File: config.mk
export PLATFORM = sky130hd
export DESIGN_NAME = universal_register_flat
export DESIGN_NICKNAME = d
export VERILOG_FILES = /design/src/rtl/universal_register_if.sv /design/src/rtl/universal_register.sv /design/src/flat_wrapper.sv
export SDC_FILE = /design/constraint.sdc
export NUM_CORES = 1
export LEC_CHECK = 0
export ABC_AREA = 1
export ABC_CLOCK_PERIOD_IN_PS = 5800
export CAP_MARGIN = 10
export CELL_PAD_IN_SITES_DETAIL_PLACEMENT = 2
export CELL_PAD_IN_SITES_GLOBAL_PLACEMENT = 2
export CORE_MARGIN = 1
export CORE_UTILIZATION = 25
export DETAILED_ROUTE_END_ITERATION = 8
export PLACE_DENSITY_LB_ADDON = 0.15
export SYNTH_ARGS = -nofsm -noshare
export SYNTH_HDL_FRONTEND = slang
export SYNTH_SLANG_ARGS = --single-unit
File: constraint.sdc
create_clock -name clk -period 5.8 [get_ports clk]
set_clock_uncertainty 0.1 [all_clocks]
set_input_delay 1.74 -clock clk [delete_from_list [all_inputs] [get_ports clk]]
set_output_delay 1.74 -clock clk [all_outputs]
set_load 0.01 [all_outputs]
File: src/rtl/universal_register_if.sv
// Bus bundle for universal_register: control/data in, register state out.
interface universal_register_if #(
   parameter int unsigned WIDTH = 8
);
   logic             preset;
   logic             en;
   logic [2:0]       mode;
   logic [WIDTH-1:0] d;
   logic             sin;
   logic [WIDTH-1:0] q;
   logic             sout;
   logic             wrap;
   logic             zero;

   // Driver side: issues operations, observes register state
   modport master (
      output preset, en, mode, d, sin,
      input  q, sout, wrap, zero
   );

   // Register side: consumes operations, presents state
   modport slave (
      input  preset, en, mode, d, sin,
      output q, sout, wrap, zero
   );
endinterface

File: src/rtl/universal_register.sv
// WIDTH-bit universal register: sync clear/preset, load, shift, rotate, up/down count.
module universal_register #(
   parameter int unsigned     WIDTH        = 8,
   parameter logic [WIDTH-1:0] RESET_VALUE  = '0,
   parameter logic [WIDTH-1:0] PRESET_VALUE = '1
) (
   input logic                 clk,
   input logic                 reset,
   universal_register_if.slave bus
);

   localparam logic [2:0] MODE_HOLD  = 3'b000;
   localparam logic [2:0] MODE_LOAD  = 3'b001;
   localparam logic [2:0] MODE_SHL   = 3'b010;
   localparam logic [2:0] MODE_SHR   = 3'b011;
   localparam logic [2:0] MODE_ROL   = 3'b100;
   localparam logic [2:0] MODE_ROR   = 3'b101;
   localparam logic [2:0] MODE_CUP   = 3'b110;
   localparam logic [2:0] MODE_CDN   = 3'b111;

   localparam logic [WIDTH-1:0] ALL_ONES = '1;
   localparam logic [WIDTH-1:0] ALL_ZERO = '0;
   localparam logic [WIDTH-1:0] ONE      = WIDTH'(1);

   // Shifting needs at least two bits to have a distinct msb and lsb
   if (WIDTH < 2) begin : g_width_check
      $error("universal_register: WIDTH must be >= 2");
   end

   logic [WIDTH-1:0] q_r;
   logic [WIDTH-1:0] q_nxt;
   logic             sout_r;
   logic             sout_nxt;
   logic             wrap_r;
   logic             wrap_nxt;

   // Next-state for the enabled operation; d/sin only read by modes that use them
   always_comb begin
      q_nxt    = q_r;
      sout_nxt = sout_r;
      wrap_nxt = 1'b0;
      if (bus.en) begin
         case (bus.mode)
            MODE_HOLD: begin
               q_nxt = q_r;
            end
            MODE_LOAD: begin
               q_nxt = bus.d;
            end
            MODE_SHL: begin
               q_nxt    = {q_r[WIDTH-2:0], bus.sin};
               sout_nxt = q_r[WIDTH-1];
            end
            MODE_SHR: begin
               q_nxt    = {bus.sin, q_r[WIDTH-1:1]};
               sout_nxt = q_r[0];
            end
            MODE_ROL: begin
               q_nxt    = {q_r[WIDTH-2:0], q_r[WIDTH-1]};
               sout_nxt = q_r[WIDTH-1];
            end
            MODE_ROR: begin
               q_nxt    = {q_r[0], q_r[WIDTH-1:1]};
               sout_nxt = q_r[0];
            end
            MODE_CUP: begin
               q_nxt    = q_r + ONE;
               wrap_nxt = (q_r == ALL_ONES);
            end
            MODE_CDN: begin
               q_nxt    = q_r - ONE;
               wrap_nxt = (q_r == ALL_ZERO);
            end
            default: begin
               q_nxt = q_r;
            end
         endcase
      end
   end

   // State register: reset beats preset beats the enabled operation
   always_ff @(posedge clk) begin
      if (reset) begin
         q_r    <= RESET_VALUE;
         sout_r <= 1'b0;
         wrap_r <= 1'b0;
      end else if (bus.preset) begin
         q_r    <= PRESET_VALUE;
         sout_r <= 1'b0;
         wrap_r <= 1'b0;
      end else begin
         q_r    <= q_nxt;
         sout_r <= sout_nxt;
         wrap_r <= wrap_nxt;
      end
   end

   assign bus.q    = q_r;
   assign bus.sout = sout_r;
   assign bus.wrap = wrap_r;
   assign bus.zero = (q_r == ALL_ZERO);

endmodule

File: src/flat_wrapper.sv
// flat-port wrapper written by rule: the top's interface ports become plain ports
module universal_register_flat 
#(
   parameter int unsigned     WIDTH        = 8,
   parameter logic [WIDTH-1:0] RESET_VALUE  = '0,
   parameter logic [WIDTH-1:0] PRESET_VALUE = '1
)
  (clk, reset, bus_preset, bus_en, bus_mode, bus_d, bus_sin, bus_q, bus_sout, bus_wrap, bus_zero);
  universal_register_if #(.WIDTH(WIDTH)) bus_i ();
  input logic clk;
  input logic reset;
  input wire logic [$bits(bus_i.preset)-1:0] bus_preset;
  input wire logic [$bits(bus_i.en)-1:0] bus_en;
  input wire logic [$bits(bus_i.mode)-1:0] bus_mode;
  input wire logic [$bits(bus_i.d)-1:0] bus_d;
  input wire logic [$bits(bus_i.sin)-1:0] bus_sin;
  output wire logic [$bits(bus_i.q)-1:0] bus_q;
  output wire logic [$bits(bus_i.sout)-1:0] bus_sout;
  output wire logic [$bits(bus_i.wrap)-1:0] bus_wrap;
  output wire logic [$bits(bus_i.zero)-1:0] bus_zero;
  assign bus_i.preset = bus_preset;
  assign bus_i.en = bus_en;
  assign bus_i.mode = bus_mode;
  assign bus_i.d = bus_d;
  assign bus_i.sin = bus_sin;
  assign bus_q = bus_i.q;
  assign bus_sout = bus_i.sout;
  assign bus_wrap = bus_i.wrap;
  assign bus_zero = bus_i.zero;
  universal_register #(.WIDTH(WIDTH), .RESET_VALUE(RESET_VALUE), .PRESET_VALUE(PRESET_VALUE)) u_core (.clk(clk), .reset(reset), .bus(bus_i));
endmodule
==> impl_metrics.env, run 1 <==
export IMPL_outcome="finished, final reports clean"
export IMPL_wl_um=4250
export IMPL_holdPathEnd="u_core.bus.sout$_SDFFE_PP0P_"
export IMPL_timing_hold_violations_final=0
export IMPL_synth_top_area_share_pct=20.5
export IMPL_cp_max_fo=10
export IMPL_synthTopCellsByArea="nand2_1 20%, dfxtp_1 20%, inv_1 12%"
export IMPL_wire_per_inst_um=16.5
export IMPL_hpwl_um=3460
export IMPL_drc_errors=0
export IMPL_grt_pass1_wl_um=7230
export IMPL_ys_flop_type="dfxtp_1"
export IMPL_timing_final_max_slew_violations=0
export IMPL_start_kind="input pin"
export IMPL_io_buffers=26
export IMPL_yosys_area_top_type="nand2_1"
export IMPL_drive_above_1_share_pct=5.74
export IMPL_fmax_mhz=259
export IMPL_fin_util_pct=36.2
export IMPL_synth_edf_count=0
export IMPL_fin_crit_ns=3.87
export IMPL_clk_latency_ns=0.24
export IMPL_layout_nets=227
export IMPL_h_tree_depth=1
export IMPL_grt_overflow=0
export IMPL_grt_total_usage_pct=22.3
export IMPL_drt_initial_drc_count=35
export IMPL_routed_via_density=5.17
export IMPL_r2r_end="u_core.bus.q[6]$_SDFFE_PP0P_"
export IMPL_cts_tree="yes"
export IMPL_slew_headroom_pct=57.7
export IMPL_yosysSeqAreaShare_pct=19.9
export IMPL_numClockSinks=10
export IMPL_cp_slowest_cell="clkdlybuf4s50_1"
export IMPL_vdd_drop_max_uv=97.2
export IMPL_syn_area_um2=1010
export IMPL_yosysWarnings=0
export IMPL_reg2reg_setup_slack_ns=3.75
export IMPL_cts_buffers_inserted=3
export IMPL_area_growth_pct=35.4
export IMPL_critPathKind="in2reg"
export IMPL_syn_nets=198
export IMPL_fin_crit_sh_pct=66.7
export IMPL_core_area_um2=3770
export IMPL_crit_arrival_ns=3.90
export IMPL_synth_commonest_cells="55 x nand2_1, 32 x inv_1, 20 x a21oi_1, 17 x nand3_1, 13 x nor2_1"
export IMPL_yosysMostFrequentCell="nand2_1"
export IMPL_start_util_pct=26.7
export IMPL_clk_pin_slew_worst_paths_ns=0.05
export IMPL_postCtsSetupRepairBufs=0
export IMPL_cts_root_buf="clkbuf_8"
export IMPL_syn_avg_cell_area_um2=5.56
export IMPL_synth_seq_cells=10
export IMPL_critPathMaxStageDelay_ns=0.69
export IMPL_rsz0062_at_grt="no"
export IMPL_dr_pass1_iters=4
export IMPL_synth_cells=181
export IMPL_hold_class="reg2reg"
export IMPL_grt_pass1_vias=1472
export IMPL_worstHoldPathCells=2
export IMPL_worst_ep_required_time_ns=5.84
export IMPL_tns_ns=0
export IMPL_path_cells="clkdlybuf4s50_1 > nand3_2 > nand2_1 > nand2_1 > inv_1 > ha_1 > a21oi_1 > nor2_1 > nand3_1 > nand2_1 > nand2_1 > nand3_1 > nand3_1 > nand2_1 > inv_1"
export IMPL_critPathBufInv=3
export IMPL_ctsHoldBuffers=0
export IMPL_tightest_slew_ns=0.630
export IMPL_drtAntennaViolNets=0
export IMPL_cap_violations=0
export IMPL_cts_resized=0
export IMPL_leakage_uw=0.000655
export IMPL_setup_viol=0
export IMPL_holdCritStartpoint="u_core.bus.sout$_SDFFE_PP0P_"
export IMPL_io_pins=27
export IMPL_crit_family="simple AND/OR/NAND/NOR gates"
export IMPL_grt_antenna_before_repair=0
export IMPL_synth_distinct_cells=25
export IMPL_endpoint_kind="register"
export IMPL_synthArstFlopShare_pct=0
export IMPL_rows=22
export IMPL_die_area_um2=4290
export IMPL_clock_path_buffers=2
export IMPL_diodes=0
export IMPL_num_vias=1329
export IMPL_worstReg2RegStart="u_core.bus.q[1]$_SDFFE_PP0P_"
export IMPL_grt_max_degree=11
export IMPL_rr_worst_depth=14
export IMPL_globalplace_congestion=0.831
export IMPL_die_w_um=65.5
export IMPL_crit_top_cell="nand2_1"
export IMPL_power_density_nw_per_um2=198
export IMPL_die_y_um=65.5
[layer usage]
| metal | up-vias | GRT usage, % | routed length [um] |
|---|---|---|---|
| li1 | 651 | - | - |
| met1 | 650 | 29.2 | 2070 |
| met2 | 23 | 38.3 | 2040 |
| met3 | 5 | 1.56 | 102 |
| met4 | 0 | 7.61 | 45 |
| met5 | - | 0 | 0 |
[logic make-up (layout without fill, tap and decap cells)]
logic type	count (synthesis)	after routing	synth area share (%)
AND/OR/NAND/NOR	100	100	44.5
flip-flops	10	10	19.9
buffers and inverters	35	63	14.2
AO/OA/AOI/OAI	35	35	20.2
adder cells (fa/ha/maj)	1	1	1.24
[layout make-up]
class                      count  area (um2)
clock buffer                   4        55.1
fill                         476        2410
inverter                      33         124
multi-input combinational    136         664
sequential                    10         200
tap                           48        60.1
timing repair buffer          26         260
[tightest hold or removal path: cells and delay by family (launching register included)]
family | cells | cell delay (ns)
DFF | 1 | 0.34
and+or+nand+nor | 1 | 0.12
AOI/OAI and AO/OA | 1 | 0.08
[state kept, by name (all words and copies together), names as in the netlist]
register	flops
u_core.bus.q	8
u_core.bus.sout	1
u_core.bus.wrap	1
[how the worst max path moves through the flow]
stage	start	to	slack (ns)	cells after the start
finish	bus_mode[2]	u_core.bus.q[6]$_SDFFE_PP0P_	1.93	15
global route	bus_mode[2]	u_core.bus.q[4]$_SDFFE_PP0P_	1.67	15
CTS	bus_mode[2]	u_core.bus.q[6]$_SDFFE_PP0P_	1.92	15
detailed placement	bus_mode[2]	u_core.bus.q[6]$_SDFFE_PP0P_	1.67	15
global placement	bus_mode[2]	u_core.bus.q[6]$_SDFFE_PP0P_	1.87	15
floorplan	bus_mode[1]	u_core.bus.q[6]$_SDFFE_PP0P_	2.65	14
[report_power, final]
part | switching, uW | internal (uW)
combinational | 55.9 | 38.9
sequential | 11.2 | 74.4
clock | 30.2 | 59.9
[placed cells by master (no fill, tap or decap), types with 2 or more instances in the layout]
master and n:
o22ai_1 3, a221oi_1 2, o211ai_1 2, inv_1 32
nand3_1 17, clkdlybuf4s50_1 26, nor2_1 13, o21ai_0 4
dfxtp_1 10, clkbuf_8 4, a21oi_1 20, nand2_1 55
nand4_1 7, nand2_2 3
[metrics by stage]
| step | cell area (um2) | instances | power, uW | setup WS (ns) | hold slack [ns] |
|---|---|---|---|---|---|
| after floorplan | 1010 | 181 | 137 | 2.65 | 0.424 |
| after global placement | 1310 | 253 | 178 | 1.87 | 0.377 |
| after detailed placement | 1310 | 253 | 181 | 1.67 | 0.436 |
| after CTS | 1360 | 257 | 271 | 1.92 | 0.497 |
| after global routing | 1360 | 257 | 287 | 1.67 | 0.510 |
| final | 1360 | 257 | 270 | 1.93 | 0.487 |
(Power assumes the default switching activity.)
==> run 2: changes to the inputs <==
--- a/config.mk
+++ b/config.mk
@@ -6,12 +6,12 @@
 export NUM_CORES = 1
 export LEC_CHECK = 0
 export ABC_AREA = 1
-export ABC_CLOCK_PERIOD_IN_PS = 5800
+export ABC_CLOCK_PERIOD_IN_PS = 3900
 export CAP_MARGIN = 10
 export CELL_PAD_IN_SITES_DETAIL_PLACEMENT = 2
 export CELL_PAD_IN_SITES_GLOBAL_PLACEMENT = 2
 export CORE_MARGIN = 1
-export CORE_UTILIZATION = 25
+export CORE_UTILIZATION = 23
 export DETAILED_ROUTE_END_ITERATION = 8
 export PLACE_DENSITY_LB_ADDON = 0.15
 export SYNTH_ARGS = -nofsm -noshare
==> constraint.sdc (replaced) <==
create_clock -name clk -period 3.9 [get_ports clk]
set_clock_uncertainty 0.1 [all_clocks]
set_input_delay 1.17 -clock clk [delete_from_list [all_inputs] [get_ports clk]]
set_output_delay 1.17 -clock clk [all_outputs]
set_load 0.01 [all_outputs]
==> impl_metrics.env, run 2 (synthesis results as in run 1) <==
export IMPL_worst_hold_slack_ns=0.414
export IMPL_dp_cells=256
export IMPL_fin_util_pct=33.4
export IMPL_grt_total_usage_pct=21.2
export IMPL_routed_via_density=5.12
export IMPL_cp_max_fo=10
export IMPL_start_util_pct=24.5
export IMPL_h_tree_depth=1
export IMPL_endpoint_kind="register"
export IMPL_grt_pass1_vias=1447
export IMPL_critPathKind="in2reg"
export IMPL_numClockSinks=10
export IMPL_diodes=0
export IMPL_grt_max_degree=11
export IMPL_io_buffers=26
export IMPL_drt_initial_drc_count=31
export IMPL_tns_ns=0
export IMPL_outcome="finished, final reports clean"
export IMPL_setup_viol=0
export IMPL_area_growth_pct=36.4
export IMPL_mostFrequentLayoutCells="55 x nand2_1, 32 x inv_1, 26 x clkdlybuf4s50_1"
export IMPL_hold_class="reg2reg"
export IMPL_io_pins=27
export IMPL_cts_buffers_inserted=3
export IMPL_rows=23
export IMPL_cap_violations=0
export IMPL_cts_root_buf="clkbuf_8"
export IMPL_slew_headroom_pct=52.6
export IMPL_hpwl_um=3620
export IMPL_core_area_um2=4120
export IMPL_die_y_um=68.2
export IMPL_layout_nets=228
export IMPL_drive_above_1_share_pct=6.19
export IMPL_fin_crit_ns=3.32
export IMPL_grt_overflow=0
export IMPL_fill_cells=531
export IMPL_rsz0062_at_grt="no"
export IMPL_placed_area_um2=1320
export IMPL_timing_final_max_slew_violations=0
export IMPL_ctsHoldBuffers=0
export IMPL_num_vias=1331
export IMPL_wire_per_inst_um=17.0
export IMPL_start_kind="input pin"
export IMPL_fin_crit_sh_pct=85.0
export IMPL_grt_antenna_before_repair=0
export IMPL_postCtsSetupRepairBufs=0
export IMPL_final_cells=260
export IMPL_wl_um=4410
export IMPL_clk_latency_ns=0.24
export IMPL_clock_path_buffers=2
export IMPL_leakage_uw=0.000660
export IMPL_grt_pass1_wl_um=7200
export IMPL_cts_resized=0
export IMPL_final_common_cell="nand2_1"
export IMPL_drtAntennaViolNets=0
export IMPL_die_w_um=68.2
export IMPL_drc_errors=0
export IMPL_die_area_um2=4650
export IMPL_power_density_nw_per_um2=294
export IMPL_fmax_mhz=302
export IMPL_crit_arrival_ns=3.35
export IMPL_clk_pin_slew_worst_paths_ns=0.05
export IMPL_tightest_slew_ns=0.706
export IMPL_dr_pass1_iters=4
export IMPL_design_area_um2=1370
export IMPL_globalplace_congestion=0.853
export IMPL_vdd_drop_max_uv=178
export IMPL_largest_reg_flops=8
export IMPL_worst_ep_required_time_ns=3.94
export IMPL_cts_tree="yes"
export IMPL_timing_hold_violations_final=0
-- run 2: final timing paths --
| path | start | end | slack [ns] | cells after the start |
|---|---|---|---|---|
| max | bus_mode[2] | u_core.bus.q[6]$_SDFFE_PP0P_ | 0.58 | 15 |
| min | u_core.bus.sout$_SDFFE_PP0P_ | u_core.bus.sout$_SDFFE_PP0P_ | 0.41 | 2 |
| max reg2reg | u_core.bus.q[1]$_SDFFE_PP0P_ | u_core.bus.q[6]$_SDFFE_PP0P_ | 1.99 | 15 |
| min reg2reg | u_core.bus.sout$_SDFFE_PP0P_ | u_core.bus.sout$_SDFFE_PP0P_ | 0.41 | 2 |
-- run 2: power by group --
group          leakage, uW  switching (uW)  internal [uW]
logic             0.000548            86.8           59.0
registers        0.0000833            14.8            111
clock network    0.0000288            44.1           89.0
total             0.000660             146            259
-- run 2: through the flow --
stage                     setup slack (ns)  power (uW)
after floorplan                       1.32         204
after global placement               0.510         267
after detailed placement             0.346         274
after CTS                            0.588         408
after global routing                 0.407         433
final                                0.585         404
-- run 2: critical path: stages --
cell	delay, ns
clkdlybuf4s50_1	0.71
nand3_2	0.26
nand2_1	0.15
nand2_1	0.06
inv_1	0.07
ha_1	0.13
a21oi_1	0.05
nor2_1	0.21
nand3_1	0.15
nand2_1	0.09
nand2_1	0.05
nand3_1	0.06
nand3_1	0.08
nand2_1	0.06
inv_1	0.03
-- run 2: layout make-up --
cell class                      instances  area (um2)  share of cell area [%]
Multi-Input combinational cell        136         664                    48.4
Timing Repair Buffer                   27         268                    19.5
Sequential cell                        10         200                    14.6
Inverter                               33         124                    9.02
Tap cell                               50        62.6                    4.55
Clock buffer                            4        55.1                    4.01
-- run 2: metal layers --
| metal | part of all wire (%) | global-route usage [%] | up-vias |
|---|---|---|---|
| li1 | - | - | 652 |
| met2 | 48 | 36.6 | 26 |
| met1 | 49 | 27.8 | 646 |
| met4 | 1.6 | 7.29 | 0 |
| met3 | 1.5 | 1.00 | 7 |
| met5 | 0 | 0 | - |
==> run 3: changes to the inputs <==
--- a/config.mk
+++ b/config.mk
@@ -10,7 +10,6 @@
 export CAP_MARGIN = 10
 export CELL_PAD_IN_SITES_DETAIL_PLACEMENT = 2
 export CELL_PAD_IN_SITES_GLOBAL_PLACEMENT = 2
-export CORE_MARGIN = 1
 export CORE_UTILIZATION = 23
 export DETAILED_ROUTE_END_ITERATION = 8
 export PLACE_DENSITY_LB_ADDON = 0.15
==> results of run 3 <==
No change in the layout: final DEF, timing and power equal those of run 2.
